[src/rtl/cfg_stream_packer.sv]
// Packs a 32-bit configuration bitstream into wide beats for a partial-reconfiguration
// controller, with optional ICAP byte swapping, packet word counting and a tkeep error flag.
module cfg_stream_packer #(
    parameter int unsigned SWAP_BYTES = 1,
    parameter int unsigned OUT_WIDTH  = 256,
    parameter int unsigned CNT_WIDTH  = 24
) (
    input  logic                   sys_clk,
    input  logic                   sys_resetn,
    input  logic                   s_axis_tvalid,
    output logic                   s_axis_tready,
    input  logic [31:0]            s_axis_tdata,
    input  logic [3:0]             s_axis_tkeep,
    input  logic                   s_axis_tlast,
    output logic                   m_axis_tvalid,
    input  logic                   m_axis_tready,
    output logic [OUT_WIDTH-1:0]   m_axis_tdata,
    output logic [OUT_WIDTH/8-1:0] m_axis_tkeep,
    output logic                   m_axis_tlast,
    output logic                   config_start,
    output logic [CNT_WIDTH-1:0]   pkt_words,
    output logic                   keep_err,
    input  logic                   err_clr
);

    localparam int unsigned WPB   = OUT_WIDTH / 32;
    localparam int unsigned KW    = OUT_WIDTH / 8;
    localparam int unsigned IDX_W = (WPB > 1) ? $clog2(WPB) : 1;

    typedef enum logic {
        IDLE = 1'b0,
        PKT  = 1'b1
    } state_t;

    state_t               state;
    state_t               state_next;
    logic                 accept_c;
    logic                 beat_done_c;
    logic [31:0]          word_c;
    logic [3:0]           keep_c;
    logic [OUT_WIDTH-1:0] acc_data;
    logic [OUT_WIDTH-1:0] beat_data_c;
    logic [KW-1:0]        acc_keep;
    logic [KW-1:0]        beat_keep_c;
    logic [IDX_W-1:0]     idx;
    logic [CNT_WIDTH-1:0] cnt;
    logic [CNT_WIDTH-1:0] cnt_inc_c;

    // The output register is the only stall point: a word is taken whenever the beat slot can drain.
    assign s_axis_tready = !m_axis_tvalid || m_axis_tready;
    assign accept_c      = s_axis_tvalid && s_axis_tready;

    generate
        if (SWAP_BYTES != 0) begin : g_swap
            assign word_c = {s_axis_tdata[7:0], s_axis_tdata[15:8],
                             s_axis_tdata[23:16], s_axis_tdata[31:24]};
            assign keep_c = {s_axis_tkeep[0], s_axis_tkeep[1],
                             s_axis_tkeep[2], s_axis_tkeep[3]};
        end else begin : g_noswap
            assign word_c = s_axis_tdata;
            assign keep_c = s_axis_tkeep;
        end
    endgenerate

    // Accumulator with the current word merged into lane idx.
    always_comb begin
        beat_data_c = acc_data;
        beat_keep_c = acc_keep;
        for (int k = 0; k < int'(WPB); k++) begin
            if (idx == IDX_W'(k)) begin
                beat_data_c[32*k +: 32] = word_c;
                beat_keep_c[4*k +: 4]   = keep_c;
            end
        end
        beat_done_c = accept_c && (s_axis_tlast || (idx == IDX_W'(WPB - 1)));
        cnt_inc_c   = (cnt == '1) ? cnt : cnt + CNT_WIDTH'(1);
    end

    always_ff @(posedge sys_clk or negedge sys_resetn) begin
        if (!sys_resetn) begin
            state <= IDLE;
        end else begin
            state <= state_next;
        end
    end

    always_comb begin
        state_next = state;
        case (state)
            IDLE:    if (accept_c && !s_axis_tlast) state_next = PKT;
            PKT:     if (accept_c && s_axis_tlast)  state_next = IDLE;
            default: state_next = IDLE;
        endcase
    end

    always_ff @(posedge sys_clk or negedge sys_resetn) begin
        if (!sys_resetn) begin
            idx           <= '0;
            acc_data      <= '0;
            acc_keep      <= '0;
            m_axis_tvalid <= 1'b0;
            m_axis_tdata  <= '0;
            m_axis_tkeep  <= '0;
            m_axis_tlast  <= 1'b0;
        end else begin
            if (beat_done_c) begin
                m_axis_tvalid <= 1'b1;
                m_axis_tdata  <= beat_data_c;
                m_axis_tkeep  <= beat_keep_c;
                m_axis_tlast  <= s_axis_tlast;
                idx           <= '0;
                acc_data      <= '0;
                acc_keep      <= '0;
            end else begin
                if (m_axis_tvalid && m_axis_tready) begin
                    m_axis_tvalid <= 1'b0;
                end
                if (accept_c) begin
                    acc_data <= beat_data_c;
                    acc_keep <= beat_keep_c;
                    idx      <= idx + IDX_W'(1);
                end
            end
        end
    end

    // Bitstream bookkeeping: start pulse, saturating word count, sticky keep error.
    always_ff @(posedge sys_clk or negedge sys_resetn) begin
        if (!sys_resetn) begin
            config_start <= 1'b0;
            cnt          <= '0;
            pkt_words    <= '0;
            keep_err     <= 1'b0;
        end else begin
            config_start <= accept_c && (state == IDLE);
            if (accept_c) begin
                if (s_axis_tlast) begin
                    pkt_words <= cnt_inc_c;
                    cnt       <= '0;
                end else begin
                    cnt <= cnt_inc_c;
                end
            end
            if (accept_c && (s_axis_tkeep != 4'hF)) begin
                keep_err <= 1'b1;
            end else if (err_clr) begin
                keep_err <= 1'b0;
            end
        end
    end

endmodule

[config.mk]
export PLATFORM = sky130hd
export DESIGN_NAME = cfg_stream_packer
export DESIGN_NICKNAME = d
export VERILOG_FILES = /design/src/rtl/cfg_stream_packer.sv
export SDC_FILE = /design/constraint.sdc
export NUM_CORES = 1
export LEC_CHECK = 0
export BUFFER_PORTS_ARGS = -buffer_cell sky130_fd_sc_hd__buf_2
export CAP_MARGIN = 20
export CORE_ASPECT_RATIO = 0.8
export CORE_MARGIN = 4
export CORE_UTILIZATION = 37
export DETAILED_ROUTE_END_ITERATION = 6
export MAX_ROUTING_LAYER = met4
export PLACE_DENSITY = 0.61
export SETUP_SLACK_MARGIN = 0.4
export SLEW_MARGIN = 20
export SYNTH_ARGS = -nofsm -noshare
export SYNTH_HDL_FRONTEND = slang
export SYNTH_SLANG_ARGS = --single-unit
[constraint.sdc]
create_clock -name sys_clk -period 2.85 [get_ports sys_clk]
set_input_delay 0.285 -clock sys_clk [delete_from_list [all_inputs] [get_ports sys_clk]]
set_output_delay 0.285 -clock sys_clk [all_outputs]
set_load 0.02 [all_outputs]
==> results of run 1 <==
[power groups by stage]
| stage | combinational [W] | sequential [W] | clock, W |
|---|---|---|---|
| after global placement | 0.00390 | 0.0105 | 0 |
| after CTS | 0.00408 | 0.0104 | 0.00936 |
| final | 0.00405 | 0.0104 | 0.00915 |
| after floorplan | 0.00164 | 0.0110 | 0 |
| after global routing | 0.00437 | 0.0104 | 0.00973 |
| after detailed placement | 0.00399 | 0.0105 | 0 |
[logic make-up (layout without fill, tap and decap cells)]
kind of cell | count (synthesis) | after routing | share of synthesized area
AOI/OAI and AO/OA | 640 | 640 | 0.1642
DFF | 632 | 632 | 0.6037
xor gates and xnor gates | 18 | 18 | 0.006017
buffers and inverters | 223 | 609 | 0.03505
and+or+nand+nor | 453 | 457 | 0.07613
muxes | 292 | 292 | 0.1116
adders and majority gates | 7 | 7 | 0.003343
[routing by layer]
metal  up-vias  global-route usage
met2       604              0.3406
met5         -                   -
li1       8717                   -
met4         0             0.06009
met1      9790              0.2975
met3       121             0.04624
[repair_timing]
action                                  4_1_cts  5_1_grt
buffers inserted                             25        5
gates cloned                                  3        1
hold buffers                                  2        0
endpoints found under the hold margin        43        0
endpoints found under the setup margin      224      139
pin swaps                                     9        2
gates resized for setup                       4        8
[cell type report]
cell class	instances	area (sq um)	area share
Sequential cell	632	15820	0.4915
Tap cell	924	1156	0.03593
Inverter	22	82.58	0.002566
Clock inverter	21	254.0	0.007894
Timing Repair Buffer	463	3073	0.09550
Multi-Input combinational cell	1414	9711	0.3018
Clock buffer	103	2086	0.06482
[worst max path at each step]
stage	from	endpoint	slack, ns	cells after the start
after floorplan	idx[0]	acc_data[130]	0.72	8
after global placement	idx[0]	acc_data[15]	0.13	6
after detailed placement	idx[1]	acc_data[12]	0.07	6
after CTS	idx[0]	acc_keep[5]	0.13	5
after global routing	idx[0]	m_axis_tdata[207]	0.41	7
final	cnt[0]	cnt[14]	0.54	6
[Yosys cell counts (all sizes together)]
cell type,instances
nand2b,2
nand3,9
o311ai,1
nand4,10
xor2,2
xnor2,16
or4,2
o22ai,2
o31a,1
nor3b,5
a31oi,2
and3,1
and2,39
o21ai,339
clkinv,1
dfrtp,632
buf,68
nor4b,1
or3,6
nor3,4
a22oi,2
a21oi,12
a2111oi,1
or2,4
nor2b,2
a211o,4
o31ai,2
o221ai,1
a21o,5
mux2,1
ha,7
o2111ai,1
inv,21
clkbuf,133
a21boi,1
a32oi,1
nand2,339
nor2,23
a22o,258
a211oi,7
nor4,4
mux2i,291
and4,2
[sequential cells by signal (all words and copies together) (netlist names), named ones only]
name	count
m_axis_tlast	1
idx	3
cnt	24
m_axis_tkeep	32
config_start	1
acc_data	256
keep_err	1
pkt_words	24
m_axis_tvalid	1
m_axis_tdata	256
acc_keep	32
[through the flow]
step | area [sq um] | power, W | hold WS (ns)
finish | 32180 | 0.02356 | 0.1064
global placement | 29340 | 0.01439 | 0.2180
CTS | 32060 | 0.02380 | 0.05452
global route | 32180 | 0.02454 | 0.09697
floorplan | 26200 | 0.01264 | -0.01059
detailed placement | 29340 | 0.01449 | 0.2166
[worst max-delay path, cell delays in order (launching register included)]
cell and delay [ns]:
dfrtp_1 0.45, ha_2 0.28, nand4_4 0.20, or4_4 0.51
or3_4 0.40, or3_1 0.31, o21ai_0 0.07
==> run_results.csv, run 1 <==
group,metric,value,unit
status,status,"complete, no violations",
route,wire_per_inst,22.98,um
cts,clk_pin_slew,0.06,ns
synth,ys_warn_count,0,
route,antenna_left,0,
sta,fin_tns_setup,0,ns
route,maxUsedRoutingLayer,"met4",
cts,cts.sinks,632,
global_routing,grt_pass1_vias,19596,
cts,root_buffer,"clkbuf_16",
final_layout,fin_util,0.4629,
final_layout,mostFrequentLayoutCells,"dfrtp_1 (632), buf_2 (357), nand2_1 (333), o21ai_0 (329), mux2i_1 (291)",
floorplanning,die_y,246.0,um
floorplanning,io_pins,359,
critical_path,r2r-start,"cnt[0]",
final_layout,instances_no_fill,3579,
sta,setup_viol,0,
final_layout,fill_cells,6373,
hold_path,min-delay-start,"m_axis_tready",
cts,cts_made_buffers,68,
synth,postSynthAreaPerCell,11.57,sq um
power,switching_share,0.2953,
global_routing,grt_overflow_total,0,
sta,rsz0062_at_grt,"no",
hold_path,hold_class,"in2reg",
critical_path,cp.arrival,2.82,ns
route,drt_first_iter_violations,1315,
critical_path,cp.required,3.36,ns
synth,yosysTopAreaCellShare,0.6037,
sta,fin_skew,0.02074,ns
floorplanning,die-area,0.07516,sq mm
floorplanning,start_util,0.3769,
route,dr.pass1.iters,6,
final_layout,n_antenna_cell,0,
placement,dp_hpwl,51670,um
critical_path,startpoint_type,"flip-flop",
synth,syn_nets,2314,
floorplanning,core,0.06951,sq mm
final_layout,drive_above_1_share,0.2309,
sta,slew_headroom,0.4025,
placement,numPortBuffers,358,
global_routing,grt_usage,0.2204,
floorplanning,die_w,305.5,um
critical_path,timing.rr.end,"cnt[14]",
critical_path,cp-end-kind,"flip-flop",
route,wl_met2,37820,um
critical_path,path_max_fanout,9,
power,p_sw,0.006958,W
power,clkPwrFrac,0.389,
power,p_comb_frac,0.172,
placement,place_worst_setup_slack,0.06702,ns
sta,hold_viol_final,0,
sta,fmax,433.7,MHz
cts,cts_tree,"yes",
global_routing,antenna_found_initial,0,
route,wl_met1,37310,um
synth,synth_area_leaders,"dfrtp_1 (60%), mux2i_1 (11%), a22o_1 (8.6%)",
synth,syn_area,0.02620,sq mm
global_routing,grt_max_degree,91,
critical_path,reg2reg_depth,6,
cts,ctsHtreeMaxLevel,3,
synth,synth_cells,2265,
run,cap_violations,0,
sta,tightest_slew,0.8962,ns
sta,fin_ws,0.5442,ns
sta,fin_crit_sh,0.8091,
final_layout,layout_commonest_cell,"dfrtp_1",
power,p_leak,16.51,nW
synth,ys_ff_latch,632,
route,drt-total-wl,82240,um
synth,synth_top_area_cell,"dfrtp_1",
route,met3_length,5018,um
power,power_frac_seq,0.440,
synth,synth.yosys.seq_area_share,0.6037,
route,vias,19232,
hold_path,hold_path_end,"m_axis_tvalid",
critical_path,critPathKind,"reg2reg",
sta,drv_slew,0,
placement,dp_cells,3419,
power,p_per_area,732.1,mW/mm^2
cts,cts_buffer_depth,3,
cts,clk_latency,0.60,ns
critical_path,reg2reg_slack,0.54,ns
route,drc_errors,0,
placement,routabilityCongestion,0.8216,
floorplanning,num_rows,86,
final_layout,syn_to_final_growth,22.82,%
power,power.internal,0.01660,W
power,peakVddDrop,0.4174,mV
global_routing,grt_pass1_wl,123900,um
hold_path,min_delay_path_depth,4,
final_layout,layout.nets,2650,
synth,synth_cell_types,55,
sta,finalCriticalPeriod,2.306,ns
route,vias_per_cell,5.374,
No activity file was read; power rests on OpenSTA's default activity.
==> run 2: changes to the inputs <==
clock period = 2.23 ns   (was 2.85 ns; I/O delays follow)
==> run_results.csv, run 2 <==
group,metric,value,unit
global_routing,grt_pass1_vias,21729,
floorplanning,die_w,305.5,um
synth,synth_area_leaders,"dfrtp_1 (60%), mux2i_1 (11%), a22o_1 (8.6%)",
synth,yosys-top-cells-count,"dfrtp_1 (632), nand2_1 (339), o21ai_0 (329), mux2i_1 (291), a22o_1 (258)",
synth,synth_top_family_by_area,"compound AO/OA/AOI/OAI gates",
cts,root_buffer,"clkbuf_16",
placement,numPortBuffers,358,
synth,synthMuxAreaShare,0.1116,
synth,synthMostInstantiatedCell,"dfrtp_1",
synth,synthSimpleGateAreaFrac,0.07613,
synth,synth_cell_types,55,
global_routing,grt_max_degree,81,
synth,syn_nets,2314,
global_routing,grt_usage,0.2563,
global_routing,grt_overflow_total,0,
synth,synthFlopType,"dfrtp_1",
synth,synth.yosys.seq_area_share,0.6037,
sta,worst_endpoint,"pkt_words[21]$_DFFE_PN0P_/D",
status,stop_stage,"5_2_route",
synth,postSynthAreaPerCell,11.57,sq um
synth,ys_warn_count,0,
cts,cts.sinks,632,
floorplanning,start_util,0.3769,
cts,cts_buffer_depth,3,
global_routing,antenna_found_initial,2,
synth,async_reset_ff_frac,1.000,
synth,synth_compound_area_frac,0.1642,
synth,synthAdderAreaFrac,0.003343,
synth,synth_xor_area_frac,0.006017,
placement,place_worst_setup_slack,0.08978,ns
cts,ctsHtreeMaxLevel,3,
synth,synth_cells,2265,
placement,routabilityCongestion,0.9099,
synth,ys_ff_latch,632,
floorplanning,io_pins,359,
placement,dp_hpwl,52190,um
synth,syn_area,0.02620,sq mm
floorplanning,die_y,246.0,um
status,status,"did not finish",
global_routing,grt_pass1_wl,142300,um
synth,yosysTopAreaCellShare,0.6037,
status,error,"Error: net577 3 pin not visited #guides = 120",
cts,cts_made_buffers,67,
floorplanning,num_rows,86,
synth,synth_top_area_cell,"dfrtp_1",
sta,worst-ep-kind,"register data pin",
synth,synth_edf_count,0,
-- run 2: through the flow --
| stage | instances | utilization | cell area, sq um | hold slack (ns) |
|---|---|---|---|---|
| floorplan | 2265 | - | 26470 | -0.07259 |
| global placement | 3435 | 0.4274 | 29710 | 0.2084 |
| detailed placement | 3435 | 0.4274 | 29710 | 0.2092 |
| CTS | 3756 | 0.5197 | 36130 | 0.04636 |
| global route | 3839 | 0.5765 | 40070 | 0.07207 |
-- run 2: repair_timing --
item | CTS | global route
gates resized for setup | 286 | 905
hold endpoints to repair | 46 | 0
setup endpoints to repair | 437 | 620
setup buffers | 124 | 30
pin swaps | 67 | 407
hold buffers | 3 | 0
gates cloned | 75 | 52
-- run 2: layer usage --
layer  track usage
met1        0.3437
met2        0.3915
met3       0.05260
met4       0.08682
met5             -
-- run 2: cell families after synthesis --
kind of cell             after synthesis
buffers and inverters                223
multiplexers                         292
flip-flops                           632
AO/OA/AOI/OAI                        640
XOR/XNOR                              18
adder cells (fa/ha/maj)                7
AND/OR/NAND/NOR                      453
==> run 3: changes to the inputs <==
CORE_ASPECT_RATIO = unset   (was 0.8)
CORE_UTILIZATION = 22   (was 37)
MAX_ROUTING_LAYER = unset   (was met4)
PLACE_DENSITY = unset   (was 0.61)
PLACE_DENSITY_LB_ADDON = 0.15   (was unset)
SETUP_SLACK_MARGIN = unset   (was 0.4)
==> run_results.csv, run 3 (synthesis gave the netlist of run 1 again) <==
group,metric,value,unit
sta,fin_crit_sh,0.9669,
cts,cts_made_buffers,80,
floorplanning,io_pins,359,
hold_path,hold_class,"in2reg",
cts,cts_setup_buffers,0,
critical_path,critPathLaunch,"cnt[1]",
cts,root_buffer,"clkbuf_16",
route,wire_per_inst,22.31,um
placement,routabilityCongestion,0.7904,
floorplanning,die_w,353.1,um
status,status,"complete, no violations",
final_layout,syn_to_final_growth,28.82,%
power,p_per_area,963.6,mW/mm^2
power,p_leak,16.94,nW
route,vias_per_cell,4.498,
route,vias,19048,
global_routing,grt_overflow_total,0,
sta,tightest_slew,0.6863,ns
final_layout,fin_util,0.2858,
critical_path,startpoint_type,"flip-flop",
global_routing,grt_usage,0.1496,
route,dr.pass1.iters,5,
floorplanning,core,0.1181,sq mm
sta,drv_slew,0,
global_routing,antenna_found_initial,4,
placement,place_worst_setup_slack,0.08113,ns
global_routing,grt_pass1_vias,20143,
sta,fin_skew,0.02004,ns
sta,fmax,463.8,MHz
global_routing,grt_pass1_wl,140900,um
critical_path,r2r-start,"cnt[1]",
sta,setup_viol,0,
placement,numPortBuffers,358,
placement,dp_hpwl,63910,um
floorplanning,num_rows,126,
route,drc_errors,0,
sta,slew_headroom,0.5425,
cts,clk_latency,0.65,ns
critical_path,critPathKind,"reg2reg",
cts,cts.sinks,632,
run,cap_violations,0,
floorplanning,die_y,353.1,um
final_layout,drive_above_1_share,0.2427,
route,drt-total-wl,94500,um
global_routing,grt_max_degree,104,
final_layout,top_regs,"acc_data (256), m_axis_tdata (256)",
critical_path,reg2reg_depth,6,
cts,cts_buffer_depth,3,
hold_path,min_delay_path_depth,2,
sta,hold_viol_final,0,
critical_path,path_max_fanout,6,
final_layout,mostFrequentLayoutCells,"dfrtp_1 (632), buf_2 (357), nand2_1 (333), o21ai_0 (329), mux2i_1 (291)",
floorplanning,die-area,0.1247,sq mm
critical_path,cp.arrival,2.71,ns
hold_path,min-delay-start,"s_axis_tdata[20]",
sta,rsz0062_at_grt,"no",
final_layout,layout_commonest_cell,"dfrtp_1",
cts,ctsHtreeMaxLevel,3,
critical_path,cp.required,2.78,ns
cts,cts_tree,"yes",
route,antenna_left,0,
cts,clk_pin_slew,0.06,ns
floorplanning,start_util,0.2219,
sta,fin_tns_setup,0,ns
route,drt_first_iter_violations,1233,
final_layout,layout.nets,2684,
sta,finalCriticalPeriod,2.156,ns
final_layout,n_antenna_cell,0,
power,peakVddDrop,0.4444,mV
critical_path,cp-end-kind,"flip-flop",
sta,fin_ws,0.07374,ns
critical_path,reg2reg_slack,0.07,ns
run 3: layout make-up:
type | instances | area, sq um
fillers | 12152 | 84330
flip-flops and latches | 632 | 15820
multi-input cells | 1410 | 9652
repair buffers | 489 | 3453
clock buffers | 108 | 2257
well taps | 1536 | 1922
clock inverters | 38 | 568.0
inverters | 22 | 82.58
run 3: where the power goes:
| part | leakage [nW] | total [W] | switching (W) | internal [W] |
|---|---|---|---|---|
| Sequential | 8.67 | 0.0133 | 0.000792 | 0.0125 |
| Combinational | 6.88 | 0.00542 | 0.00354 | 0.00187 |
| Clock | 1.39 | 0.0138 | 0.00537 | 0.00845 |
| Total | 16.9 | 0.0325 | 0.00971 | 0.0228 |
run 3: final timing paths:
kind                                      to
setup / recovery                     cnt[14]
hold / removal                  acc_data[44]
setup reg to reg                     cnt[14]
hold reg to reg                 config_start
max in group asynchronous  m_axis_tdata[104]
min in group asynchronous    m_axis_tkeep[9]
run 3: stage by stage:
stage          std cells  hold WS (ns)  total power [W]  area (sq um)
6_report            4235       0.08500          0.03252         33750
4_1_cts             4235       0.02052          0.03320         33730
3_5_place_dp        4087        0.2320          0.01904         30890
2_1_floorplan       2265      -0.07259          0.01616         26200
3_3_place_gp        4087        0.2401          0.01899         30890
5_1_grt             4235       0.05285          0.03410         33750
run 3: worst max-delay path: stages, from the launching register on:
cell	delay [ns]
dfrtp_1	0.40
ha_1	0.24
nand4_4	0.15
or4_4	0.48
or3_4	0.40
or3_1	0.31
o21ai_0	0.08
run 3: repair_timing:
action	CTS	global route
hold buffers	2	0
hold endpoints to repair	402	0
resized for setup	0	3
endpoints found under the setup margin	0	4
run 3: per-layer routing:
metal / GRT usage / vias up / wire (um) / part of all wire
met5: 0 / - / 0 / 0
met4: 0.03706 / 0 / 1712 / 0.018
met3: 0.03321 / 87 / 5136 / 0.054
met2: 0.2372 / 464 / 43400 / 0.46
met1: 0.2075 / 9728 / 44250 / 0.47
li1: - / 8769 / - / -
